`src/rtl/itch_pkg.sv`:
```
`default_nettype none
// ============================================================================
// Module   : itch_pkg
// Purpose  : Shared MoldUDP64 / ITCH framing constants and FSM state type.
// Revision : 1.0  initial release
// ============================================================================
package itch_pkg;

  localparam int          MOLD_HDR_BYTES = 20;
  localparam logic [15:0] MOLD_HEARTBEAT = 16'h0000;
  localparam logic [15:0] MOLD_EOS       = 16'hFFFF;

  typedef enum logic [2:0] {
    IDLE    = 3'd0,
    HDR     = 3'd1,
    LEN_HI  = 3'd2,
    LEN_LO  = 3'd3,
    PAYLOAD = 3'd4,
    SKIP    = 3'd5,
    DRAIN   = 3'd6
  } mold_state_t;

endpackage
`default_nettype wire

```
`src/rtl/moldudp64_framer.sv`:
```
`default_nettype none
// ============================================================================
// Module   : moldudp64_framer
// Purpose  : Strips MoldUDP64 framing from a UDP payload byte stream and
//            presents one ITCH message at a time, tagged with its sequence
//            number. Framing faults pulse frame_err and never reach the
//            parser as a valid message.
// Revision : 1.0  initial release
// ============================================================================
module moldudp64_framer
  import itch_pkg::*;
#(
  parameter int MAX_MSG_LEN = 64
) (
  input  logic        clk,
  input  logic        rst,
  input  logic [7:0]  pkt_data,
  input  logic        pkt_valid,
  input  logic        pkt_sop,
  input  logic        pkt_eop,
  output logic        start_msg,
  output logic        end_msg,
  output logic [7:0]  message,
  output logic        valid,
  output logic [79:0] session,
  output logic [63:0] seq_num,
  output logic        frame_err,
  output logic        pkt_done
);

  mold_state_t state_q, state_d;
  logic [4:0]  hdr_cnt_q, hdr_cnt_d;
  logic [71:0] hdr_sh_q, hdr_sh_d;     // last nine header bytes, newest in [7:0]
  logic [79:0] session_q, session_d;
  logic [63:0] seq_q, seq_d;
  logic        inc_q, inc_d;           // deferred increment keeps seq stable through end_msg
  logic [15:0] rem_q, rem_d;
  logic [7:0]  len_hi_q, len_hi_d;
  logic [15:0] len_q, len_d;
  logic [15:0] bcnt_q, bcnt_d;
  logic        drain_ok_q, drain_ok_d;  // draining after heartbeat/EOS is not an error
  logic        drain_err_q, drain_err_d;
  logic        start_q, start_d, end_q, end_d, valid_q, valid_d;
  logic [7:0]  msg_q, msg_d;
  logic        err_q, err_d, done_q, done_d;

  logic [15:0] len_w, cnt_w, rem_dec_w;
  logic        last_w, fin_w;
  mold_state_t st_w;
  logic [4:0]  hcnt_w;

  assign len_w     = {len_hi_q, pkt_data};
  assign cnt_w     = {hdr_sh_q[7:0], pkt_data};
  assign rem_dec_w = rem_q - 16'd1;
  assign last_w    = ((bcnt_q + 16'd1) == len_q);

  // Next-state, counter and output-byte decode for one input byte per cycle.
  always_comb begin
    state_d     = state_q;
    hdr_cnt_d   = hdr_cnt_q;
    hdr_sh_d    = hdr_sh_q;
    session_d   = session_q;
    seq_d       = seq_q + {63'd0, inc_q};
    inc_d       = 1'b0;
    rem_d       = rem_q;
    len_hi_d    = len_hi_q;
    len_d       = len_q;
    bcnt_d      = bcnt_q;
    drain_ok_d  = drain_ok_q;
    drain_err_d = drain_err_q;
    start_d     = 1'b0;
    end_d       = 1'b0;
    valid_d     = 1'b0;
    msg_d       = 8'h00;
    err_d       = 1'b0;
    done_d      = 1'b0;
    fin_w       = 1'b0;
    st_w        = state_q;
    hcnt_w      = hdr_cnt_q;

    // A start-of-packet always begins a fresh header; an interrupted message
    // gets a terminator cycle so the parser discards it.
    if (pkt_valid && pkt_sop) begin
      if (state_q == PAYLOAD) begin
        end_d = 1'b1;
        err_d = 1'b1;
      end
      st_w   = HDR;
      hcnt_w = 5'd0;
    end

    if (pkt_valid) begin
      case (st_w)
        HDR: begin
          state_d   = HDR;
          hdr_sh_d  = {hdr_sh_q[63:0], pkt_data};
          hdr_cnt_d = hcnt_w + 5'd1;
          if (hcnt_w == 5'd9)  session_d = {hdr_sh_q[71:0], pkt_data};
          if (hcnt_w == 5'd17) seq_d     = {hdr_sh_q[55:0], pkt_data};
          if (hcnt_w == 5'(MOLD_HDR_BYTES - 1)) begin
            if (cnt_w == MOLD_HEARTBEAT || cnt_w == MOLD_EOS) begin
              if (pkt_eop) begin
                done_d  = 1'b1;
                state_d = IDLE;
              end else begin
                state_d     = DRAIN;
                drain_ok_d  = 1'b1;
                drain_err_d = 1'b0;
              end
            end else if (pkt_eop) begin
              done_d  = 1'b1;
              err_d   = 1'b1;
              state_d = IDLE;
            end else begin
              rem_d   = cnt_w;
              state_d = LEN_HI;
            end
          end else if (pkt_eop) begin
            done_d  = 1'b1;
            err_d   = 1'b1;
            state_d = IDLE;
          end
        end
        LEN_HI: begin
          len_hi_d = pkt_data;
          if (pkt_eop) begin
            done_d  = 1'b1;
            err_d   = 1'b1;
            state_d = IDLE;
          end else begin
            state_d = LEN_LO;
          end
        end
        LEN_LO: begin
          len_d  = len_w;
          bcnt_d = 16'd0;
          if (len_w == 16'd0) begin
            fin_w = 1'b1;
          end else begin
            if (len_w > 16'(MAX_MSG_LEN)) begin
              err_d   = 1'b1;
              state_d = SKIP;
            end else begin
              state_d = PAYLOAD;
            end
            if (pkt_eop) begin
              done_d  = 1'b1;
              err_d   = 1'b1;
              state_d = IDLE;
            end
          end
        end
        PAYLOAD: begin
          msg_d  = pkt_data;
          bcnt_d = bcnt_q + 16'd1;
          if (last_w) begin
            start_d = (bcnt_q == 16'd0);
            end_d   = 1'b1;
            valid_d = 1'b1;
            fin_w   = 1'b1;
          end else if (pkt_eop) begin
            end_d   = 1'b1;
            done_d  = 1'b1;
            err_d   = 1'b1;
            state_d = IDLE;
          end else begin
            start_d = (bcnt_q == 16'd0);
            valid_d = 1'b1;
          end
        end
        SKIP: begin
          bcnt_d = bcnt_q + 16'd1;
          if (last_w) begin
            fin_w = 1'b1;
          end else if (pkt_eop) begin
            done_d  = 1'b1;
            err_d   = 1'b1;
            state_d = IDLE;
          end
        end
        DRAIN: begin
          if (!drain_ok_q && !drain_err_q) begin
            err_d       = 1'b1;
            drain_err_d = 1'b1;
          end
          if (pkt_eop) begin
            done_d  = 1'b1;
            state_d = IDLE;
          end
        end
        default: ;
      endcase
    end

    // Common bookkeeping once a message block (emitted, empty or skipped) ends.
    if (fin_w) begin
      inc_d = 1'b1;
      rem_d = rem_dec_w;
      if (rem_dec_w == 16'd0) begin
        if (pkt_eop) begin
          done_d  = 1'b1;
          state_d = IDLE;
        end else begin
          state_d     = DRAIN;
          drain_ok_d  = 1'b0;
          drain_err_d = 1'b0;
        end
      end else if (pkt_eop) begin
        done_d  = 1'b1;
        err_d   = 1'b1;
        state_d = IDLE;
      end else begin
        state_d = LEN_HI;
      end
    end
  end

  // State, counters and registered outputs; asynchronous reset to idle.
  always_ff @(posedge clk or posedge rst) begin
    if (rst) begin
      state_q     <= IDLE;
      hdr_cnt_q   <= 5'd0;
      hdr_sh_q    <= 72'd0;
      session_q   <= 80'd0;
      seq_q       <= 64'd0;
      inc_q       <= 1'b0;
      rem_q       <= 16'd0;
      len_hi_q    <= 8'd0;
      len_q       <= 16'd0;
      bcnt_q      <= 16'd0;
      drain_ok_q  <= 1'b0;
      drain_err_q <= 1'b0;
      start_q     <= 1'b0;
      end_q       <= 1'b0;
      valid_q     <= 1'b0;
      msg_q       <= 8'd0;
      err_q       <= 1'b0;
      done_q      <= 1'b0;
    end else begin
      state_q     <= state_d;
      hdr_cnt_q   <= hdr_cnt_d;
      hdr_sh_q    <= hdr_sh_d;
      session_q   <= session_d;
      seq_q       <= seq_d;
      inc_q       <= inc_d;
      rem_q       <= rem_d;
      len_hi_q    <= len_hi_d;
      len_q       <= len_d;
      bcnt_q      <= bcnt_d;
      drain_ok_q  <= drain_ok_d;
      drain_err_q <= drain_err_d;
      start_q     <= start_d;
      end_q       <= end_d;
      valid_q     <= valid_d;
      msg_q       <= msg_d;
      err_q       <= err_d;
      done_q      <= done_d;
    end
  end

  assign start_msg = start_q;
  assign end_msg   = end_q;
  assign message   = msg_q;
  assign valid     = valid_q;
  assign session   = session_q;
  assign seq_num   = seq_q;
  assign frame_err = err_q;
  assign pkt_done  = done_q;

endmodule
`default_nettype wire

```
`config.mk`:
```
export PLATFORM = sky130hd
export DESIGN_NAME = moldudp64_framer
export DESIGN_NICKNAME = d
export VERILOG_FILES = /design/src/rtl/itch_pkg.sv /design/src/rtl/moldudp64_framer.sv
export SDC_FILE = /design/constraint.sdc
export NUM_CORES = 1
export LEC_CHECK = 0
export CORE_MARGIN = 4
export CORE_UTILIZATION = 56
export DETAILED_ROUTE_END_ITERATION = 12
export PLACE_DENSITY = 0.81
export REMOVE_ABC_BUFFERS = 1
export SLEW_MARGIN = 30
export SYNTH_ARGS = -nofsm -noshare
export SYNTH_HDL_FRONTEND = slang
export SYNTH_SLANG_ARGS = --single-unit
```
`constraint.sdc`:
```
create_clock -name clk -period 11.2 [get_ports clk]
set_input_delay 1.68 -clock clk [delete_from_list [all_inputs] [get_ports clk]]
set_output_delay 1.68 -clock clk [all_outputs]
set_load 0.05 [all_outputs]
```
### After elaboration in Yosys (flattened, before gate mapping)

Cells that the tools add are included.

* register bits after elaboration: 296
* input port bits: 13
* word-level logic and storage cells: 146
* output and inout bits: 157

* $lt $le $gt $ge: 1
* equality and inequality tests: 16
* reductions and logical operators: 23
* mux-type cells: 84
* add/sub/neg operators: 4

Operators by type and width (number)
* 64-bit two-way mux: 3
* 16-bit two-way mux: 6
* 64-bit by 1-bit adder with 64-bit output: 1
* 16-bit logical NOT: 4
* 1-bit two-way mux: 53
* 3-bit two-way mux: 11
* 16-bit one-hot mux with 2 select lines: 1
* 16-bit by 1-bit adder with 16-bit output (second input constant): 1
* 16-bit == test: 1
* 16-bit == test (second input constant): 1
* 16-bit by 7-bit > comparator with 1-bit output (second input constant): 1
* 8-bit two-way mux: 2
* 16-bit by 1-bit subtractor with 16-bit output (second input constant): 1
* 3-bit one-hot mux with 5 select lines: 1
* 3-bit == test (second input constant): 4
* 5-bit == test (second input constant): 2
* 2-bit AND reduction: 4
* 2-bit nonzero test: 4
* 3-bit by 2-bit == test with 1-bit output (second input constant): 2
* 6-bit nonzero test: 1
* 5-bit by 1-bit adder with 5-bit output (second input constant): 1
* 5-bit by 4-bit == test with 1-bit output (second input constant): 1
* 5-bit two-way mux: 1
* 1-bit one-hot mux with 5 select lines: 1
* 16 further kinds: 20

### Depth between registers and ports, before layout

Gate-level depths: netlist of run 1.

* depth after elaboration: 11
* depth in mapped cells: 14
* gate-level depth less buffers: 12

### Worst setup path after synthesis of run 1

Ideal clock, no wire load.

* path type: input to register
* start point: in pkt_data[3]
* end point: reg rem_q[0]
* stages: 10
* data arrival time: 3.716 ns
* buffers on the path: 2
* library setup time: 0.123 ns
* path slack: 7.362 ns
* data required time: 11.077 ns
* path through: clkbuf_1 or4_1 nor4_2 a41oi_1 nand3_2 nand2_1 a21oi_2 buf_2 nand2_1 o221a_2

* cells in the longest elaborated chain, start to end: 6
* elaborated cells between the ends (all ways): 14
* those cells by class: eq/ne: 3; mux: 4; reduce/logical: 7

Ends and longest elaborated chain
* start: declaration: line moldudp64_framer.sv:17 `input logic [7:0] pkt_data,`
* 16-bit logical NOT: line moldudp64_framer.sv:137 `if (len_w == 16'd0) begin`
* 1-bit two-way mux: line moldudp64_framer.sv:137
* 1-bit one-hot mux with 2 select lines: line moldudp64_framer.sv:93 `case (st_w)`
* 1-bit two-way mux: line moldudp64_framer.sv:92 `if (pkt_valid) begin`
* 2-bit != test (no source line) (tied with other cells)
* 5-bit AND reduction (no source line)
* end signal: assignment: line moldudp64_framer.sv:246 `rem_q <= rem_d;`
* end: declaration: line moldudp64_framer.sv:37 `logic [15:0] rem_q, rem_d;`

Several ways; a longest one is shown, not always the timed one.
A chain may end at the register's enable or synchronous reset.

### Final worst setup path of run 1

* start point: in pkt_sop
* end point: reg seq_q[1] (netlist: seq_num[1])

* cells in the longest elaborated chain, start to end: 6
* elaborated cells between the ends (all ways): 8
* those cells by class: eq/ne: 2; mux: 5; reduce/logical: 1

Ends and longest elaborated chain
* start: declaration: line moldudp64_framer.sv:19 `input logic pkt_sop,`
* 1-bit logical AND *: line moldudp64_framer.sv:83 `if (pkt_valid && pkt_sop) begin`
* 5-bit two-way mux: line moldudp64_framer.sv:83
* 5-bit == test: line moldudp64_framer.sv:99 `if (hcnt_w == 5'd17) seq_d = {hdr_sh_q[55:0], pkt_data};`
* 64-bit two-way mux: line moldudp64_framer.sv:99
* 64-bit two-way mux *: line moldudp64_framer.sv:93
* 64-bit two-way mux *: line moldudp64_framer.sv:92
* net seq_d[1]: line moldudp64_framer.sv:35 `logic [63:0] seq_q, seq_d;`
* end signal: assignment: line moldudp64_framer.sv:244 `seq_q <= seq_d;`
* end: declaration: line moldudp64_framer.sv:35

The timed path passes the listed nets; every way through them passes the cells marked *.

==> results of run 1 <==
==> per-stage QoR <==
step	hold WS, ns	area [um2]
detailed placement	0.459	15800
finish	0.470	16900
CTS	0.475	16800
floorplan	0.440	13600
global route	0.510	16900
global placement	0.453	15800
==> flip-flops by register name, summed over array words and instances (netlist names) <==
signal and cells:
drain_err_q 1, pkt_done 1, hdr_cnt_q 5, seq_num 64, message 8, bcnt_q 16, inc_q 1, start_msg 1
end_msg 1, session 80, state_q 3, hdr_sh_q 72, drain_ok_q 1, len_hi_q 8, valid 1, len_q 16
frame_err 1, rem_q 16
==> metal layers <==
metal,share of wire (%),track usage [%],vias to the layer above
met5,0,0,-
met4,2.1,6.24,0
met3,7.1,4.50,65
met2,48,40.1,427
met1,43,34.9,5402
li1,-,-,5121
==> critical path: stages <==
cell	delay (ns)
clkdlybuf4s50_1	0.64
o21ai_4	0.09
buf_4	0.35
nor2_1	0.39
nand3b_1	0.23
nor3b_4	0.67
buf_4	0.71
mux2_2	0.42
==> report_power, final <==
part	internal, mW	total, mW	switching (mW)
sequential	1.24	1.44	0.204
clock	0.641	1.06	0.418
combinational	0.231	0.626	0.394
total	2.11	3.12	1.02
==> cell type report <==
class,count,share of cell area (%)
Timing Repair Buffer,180,10.6
Inverter,19,0.497
Clock buffer,39,4.94
Multi-Input combinational cell,1026,36.3
Sequential cell,296,43.9
Tap cell,324,2.40
Clock inverter,15,1.31
==> path summary, 6_finish.rpt <==
path / endpoint / slack (ns)
min in group asynchronous: hdr_sh_q[66] / 1.60
max in group asynchronous: seq_num[42] / 8.35
worst max-delay path: seq_num[1] / 6.36
worst max register to register: seq_num[1] / 7.09
worst min register to register: hdr_sh_q[67] / 0.47
worst min-delay path: hdr_sh_q[67] / 0.47
==> layout by cell type, fill, tap and decap left out, types with 7 or more instances in the layout <==
cell type and n:
nand2_1 388, dfrtp_1 296, clkdlybuf4s50_1 169, o21ai_0 96, mux2_2 91, nor2_1 56, xor2_1 55, nand3_1 40
xnor2_1 32, clkbuf_16 30, nand4_1 29, a21oi_1 20, nor3_1 19, inv_1 18, and2_1 18, nor4_1 15
and3_1 15, o31ai_1 12, or3_1 10, and4_1 10, ha_1 8, buf_4 8, a31oi_1 7, o2bb2ai_1 7
clkinv_2 7
==> cell families (layout without fill, tap and decap cells) <==
| logic type | after synthesis | count (layout) |
|---|---|---|
| buffers and inverters | 102 | 253 |
| xor gates and xnor gates | 88 | 88 |
| DFF | 296 | 296 |
| muxes | 93 | 93 |
| and+or+nand+nor | 644 | 644 |
| AOI/OAI and AO/OA | 193 | 193 |
| adders and majority gates | 8 | 8 |
==> impl_metrics.yaml, run 1 <==
timing:
  drv_slew: 0
  setup_viol: 0
  hold_viol_final: 0
  final.period_utilization_pct: 43.2
  skew_ns: 0.0135
  finalSetupTns_ns: 0
  max_freq_ghz: 0.207
  fin_ws_ns: 6.36
  layout_min_cycle_time_ns: 4.84
  max_slew_margin_pct: 40.0
  tightest_slew_ns: 0.900
  rsz0062_at_grt: "no"
pwr:
  peakVddDrop_v: 0.000135
  powerDensity_mw_per_mm2: 185
  power.total_mw: 3.12
  leakagePower_nw: 7.50
yosys:
  synth_top_family_by_area: "simple AND/OR/NAND/NOR gates"
  yosysTopAreaCell: "dfrtp_1"
  synthAdderAreaFrac_pct: 0.719
  netlist.area_leader.share_pct: 53.2
  synthTopCellsByArea: "dfrtp_1 (53%), nand2_1 (10%), mux2_2 (7.4%)"
  synth_compound_area_share_pct: 8.65
  seq_area_frac_synth_pct: 53.2
  syn_area_per_cell_um2: 9.78
  synthXorXnorAreaFrac_pct: 5.59
  synth_most_common_cell: "nand2_1"
  synth_edf_count: 0
  syn_inst: 1424
  ys_ff_latch: 296
  synthTopCellsByCount: "nand2_1 (388), dfrtp_1 (296), o21ai_0 (96)"
  yosysWarnings: 0
  ys.flop_type: "dfrtp_1"
  synthMuxAreaShare_pct: 7.54
  synth_simple_gate_area_share_pct: 21.1
  synthArstFlopShare_pct: 100
  syn_area_mm2: 0.0139
  ys_types: 70
global_routing:
  grt_pass1_wl_um: 57200
  grt_max_degree: 158
  grt_antenna_before_repair: 0
  track_usage_pct: 24.7
  grt_pass1_vias: 10800
  overflow: 0
clock_tree:
  clk-insertion-delay-late_ns: 0.55
  ctsRootBufferMaster: "clkbuf_16"
  cts.sinks: 296
  numCtsBuffers: 30
  cts-htree-levels: 1
  post_cts.repair.setup_buffers: 0
  cts_resized: 0
  clk_path_buf_depth: 3
  cts.clk_slew.worst_paths_ns: 0.06
  tritoncts: "done"
  hold_buffers: 0
floorplanning:
  die_width_um: 166
  dieArea_mm2: 0.0274
  initial_core_util_pct: 57.1
  core_mm2: 0.0244
  die_y_um: 166
  fp-row-count: 57
  pin_count: 170
layout:
  n_antenna_cell: 0
  utilization_pct: 69.2
  final_layout_size_suffix_gt1_share_pct: 11.4
  syn2layout_area_growth_pct: 21.3
  fillers: 1798
  nets: 1574
  multi_input_area_mm2: 0.00613
  regArea_mm2: 0.00741
  stdcell_count: 1899
outcome:
  status: "complete, no violations"
worst_setup_path:
  start_kind: "input port"
  critPathMaxFanout: 87
  crit_start: "pkt_sop"
  cp-end-kind: "flip-flop"
  r2r_cells: 8
  r2r_start: "state_q[0]"
  worstSetupPathType: "input port to flip-flop"
  cp.arrival_ns: 5.27
  worstPathRequired_ns: 11.63
detailed_routing:
  wl_per_cell_um: 18.4
  ant_nets: 0
  drc: 0
  drt-total-wl_um: 34900
  first_pass_iters: 5
  via_per_inst: 5.80
  vias: 11000
  drt_iter0_drc: 1158
hold_path:
  worstHoldPathCells: 2
  min-delay-start: "hdr_sh_q[67]"
  hp-class: "flip-flop to flip-flop"
placement:
  io_buffers: 169
  hpwl_um: 23300
  dp_cells: 1844
  detailedPlace.worstSlack_ns: 5.86
  gp_congestion: 0.921
run:
  max-cap-violations: 0
No activity file was read; power rests on OpenSTA's default activity.
==> inputs of run 2 (changes only) <==
==> constraint.sdc (replaced) <==
create_clock -name clk -period 4.7 [get_ports clk]
set_input_delay 0.705 -clock clk [delete_from_list [all_inputs] [get_ports clk]]
set_output_delay 0.705 -clock clk [all_outputs]
set_load 0.05 [all_outputs]
==> run 2 against run 1 <==
Net effect: flip-flop and latch count stayed put; critical path type is now flip-flop to flip-flop; utilization about the same; clock skew decreased by 0.00081 ns; global-route usage rose by 1.4 points; sequential share of layout area hardly changed; highest routed layer unchanged.
==> impl_metrics.yaml, run 2 (synthesis gave the netlist of run 1 again) <==
outcome:
  status: "complete, no violations"
pwr:
  powerDensity_mw_per_mm2: 437
  power_switching_mw: 2.45
  internal-power_mw: 4.93
  leakagePower_nw: 7.50
  peakVddDrop_v: 0.000324
  swShare_pct: 33.2
  p_clk_share_pct: 33.3
  p_comb_share_pct: 20.2
  power_frac_seq_pct: 46.4
placement:
  dp_cells: 1852
  gp_congestion: 0.903
  place_area_mm2: 0.0159
  io_buffers: 169
  hpwl_um: 24500
hold_path:
  hold_end: "hdr_sh_q[67]"
  hp-class: "flip-flop to flip-flop"
  min-delay-start: "hdr_sh_q[67]"
  worstHoldPathCells: 2
worst_setup_path:
  cp.arrival_ns: 3.98
  crit_start: "bcnt_q[0]"
  r2r_start: "bcnt_q[0]"
  worstSetupPathType: "flip-flop to flip-flop"
  cp-end-kind: "flip-flop"
  start_kind: "flip-flop"
  r2r_end: "rem_q[4]"
  r2r_cells: 9
  worstPathRequired_ns: 5.15
  r2r_setup_slack_ns: 1.17
  critPathMaxFanout: 8
detailed_routing:
  wl_per_cell_um: 19.0
  drt-total-wl_um: 36200
  ant_nets: 0
  via_per_inst: 5.87
  vias: 11200
  drt_iter0_drc: 1109
  drc: 0
  first_pass_iters: 5
timing:
  skew_ns: 0.0127
  max_slew_margin_pct: 37.9
  setup_viol: 0
  max_freq_ghz: 0.284
  tightest_slew_ns: 0.931
  final.period_utilization_pct: 75.0
  rsz0062_at_grt: "no"
  layout_min_cycle_time_ns: 3.53
  finalSetupTns_ns: 0
  hold_viol_final: 0
  drv_slew: 0
floorplanning:
  die_y_um: 166
  initial_core_util_pct: 57.1
  fp-row-count: 57
  pin_count: 170
  die_width_um: 166
  dieArea_mm2: 0.0274
  core_mm2: 0.0244
layout:
  final_common_cell: "nand2_1"
  final_cell_mix: "nand2_1 (388), dfrtp_1 (296), clkdlybuf4s50_1 (169), o21ai_0 (96), mux2_2 (91)"
  final_layout_size_suffix_gt1_share_pct: 11.5
  syn2layout_area_growth_pct: 21.3
  n_antenna_cell: 0
  largest_reg_flops: 80
  nets: 1582
  utilization_pct: 69.2
  final_area_mm2: 0.0169
  stdcell_count: 1907
clock_tree:
  hold_buffers: 0
  cts-htree-levels: 1
  tritoncts: "done"
  ctsRootBufferMaster: "clkbuf_16"
  clk_path_buf_depth: 3
  clk-insertion-delay-late_ns: 0.57
  numCtsBuffers: 31
  cts_resized: 0
  post_cts.repair.setup_buffers: 0
  cts.clk_slew.worst_paths_ns: 0.06
  cts.sinks: 296
run:
  max-cap-violations: 0
global_routing:
  grt_antenna_before_repair: 0
  grt_pass1_vias: 11000
  grt_pass1_wl_um: 60000
  track_usage_pct: 26.1
  grt_max_degree: 114
  overflow: 0
run 2: changes by cell type in the layout (fill, tap and decap cells not counted), sizes merged:
| cell | delta |
|---|---|
| clkinv | -4 |
| buf | +7 |
| bufinv | -2 |
| inv | +3 |
| clkinvlp | +4 |
run 2: critical path, cell delays in order, from the launching register on:
cell and delay [ns]:
dfrtp_1 0.49, ha_1 0.37, and4_1 0.38, nand4_2 0.18, xnor2_1 0.29, nand3_1 0.12
or4b_4 0.54, o31ai_4 0.52, mux2_4 0.35, o21a_1 0.17
run 2: worst max path at each step:
stage	endpoint	depth (start not counted)
6_report	rem_q[4]	9
5_1_grt	rem_q[4]	9
2_1_floorplan	session[0]	6
3_5_place_dp	rem_q[14]	9
3_3_place_gp	rem_q[3]	9
4_1_cts	rem_q[4]	9
run 2: power by group through the flow:
stage / logic, mW / clock network (mW) / registers, mW
detailed placement: 1.49 / 0 / 3.46
global placement: 1.45 / 0 / 3.43
global route: 1.62 / 2.61 / 3.48
floorplan: 0.638 / 0 / 3.69
CTS: 1.50 / 2.50 / 3.42
finish: 1.49 / 2.46 / 3.42
run 2: routing by layer:
layer | share of wire (%) | GRT usage [%] | up-vias
li1 | - | - | 5139
met1 | 44 | 37.9 | 5584
met2 | 47 | 41.9 | 410
met3 | 6.7 | 4.08 | 70
met4 | 2.0 | 6.24 | 0
met5 | 0 | 0 | -
run 2: area by class of cell:
cell class	instances	area (um2)
clock buffers	39	836
clock inverters	16	194
fillers	1885	7510
inverters	19	78.8
multi-input cells	1026	6100
flip-flops and latches	296	7410
well taps	324	405
repair buffers	187	1860
run 2: stage by stage:
stage	setup WS [ns]	total power, mW	hold WS, ns
global placement	1.01	4.88	0.453
detailed placement	0.862	4.95	0.463
floorplan	-4.56	4.33	0.440
CTS	1.21	7.42	0.479
global route	0.981	7.71	0.498
finish	1.17	7.38	0.477
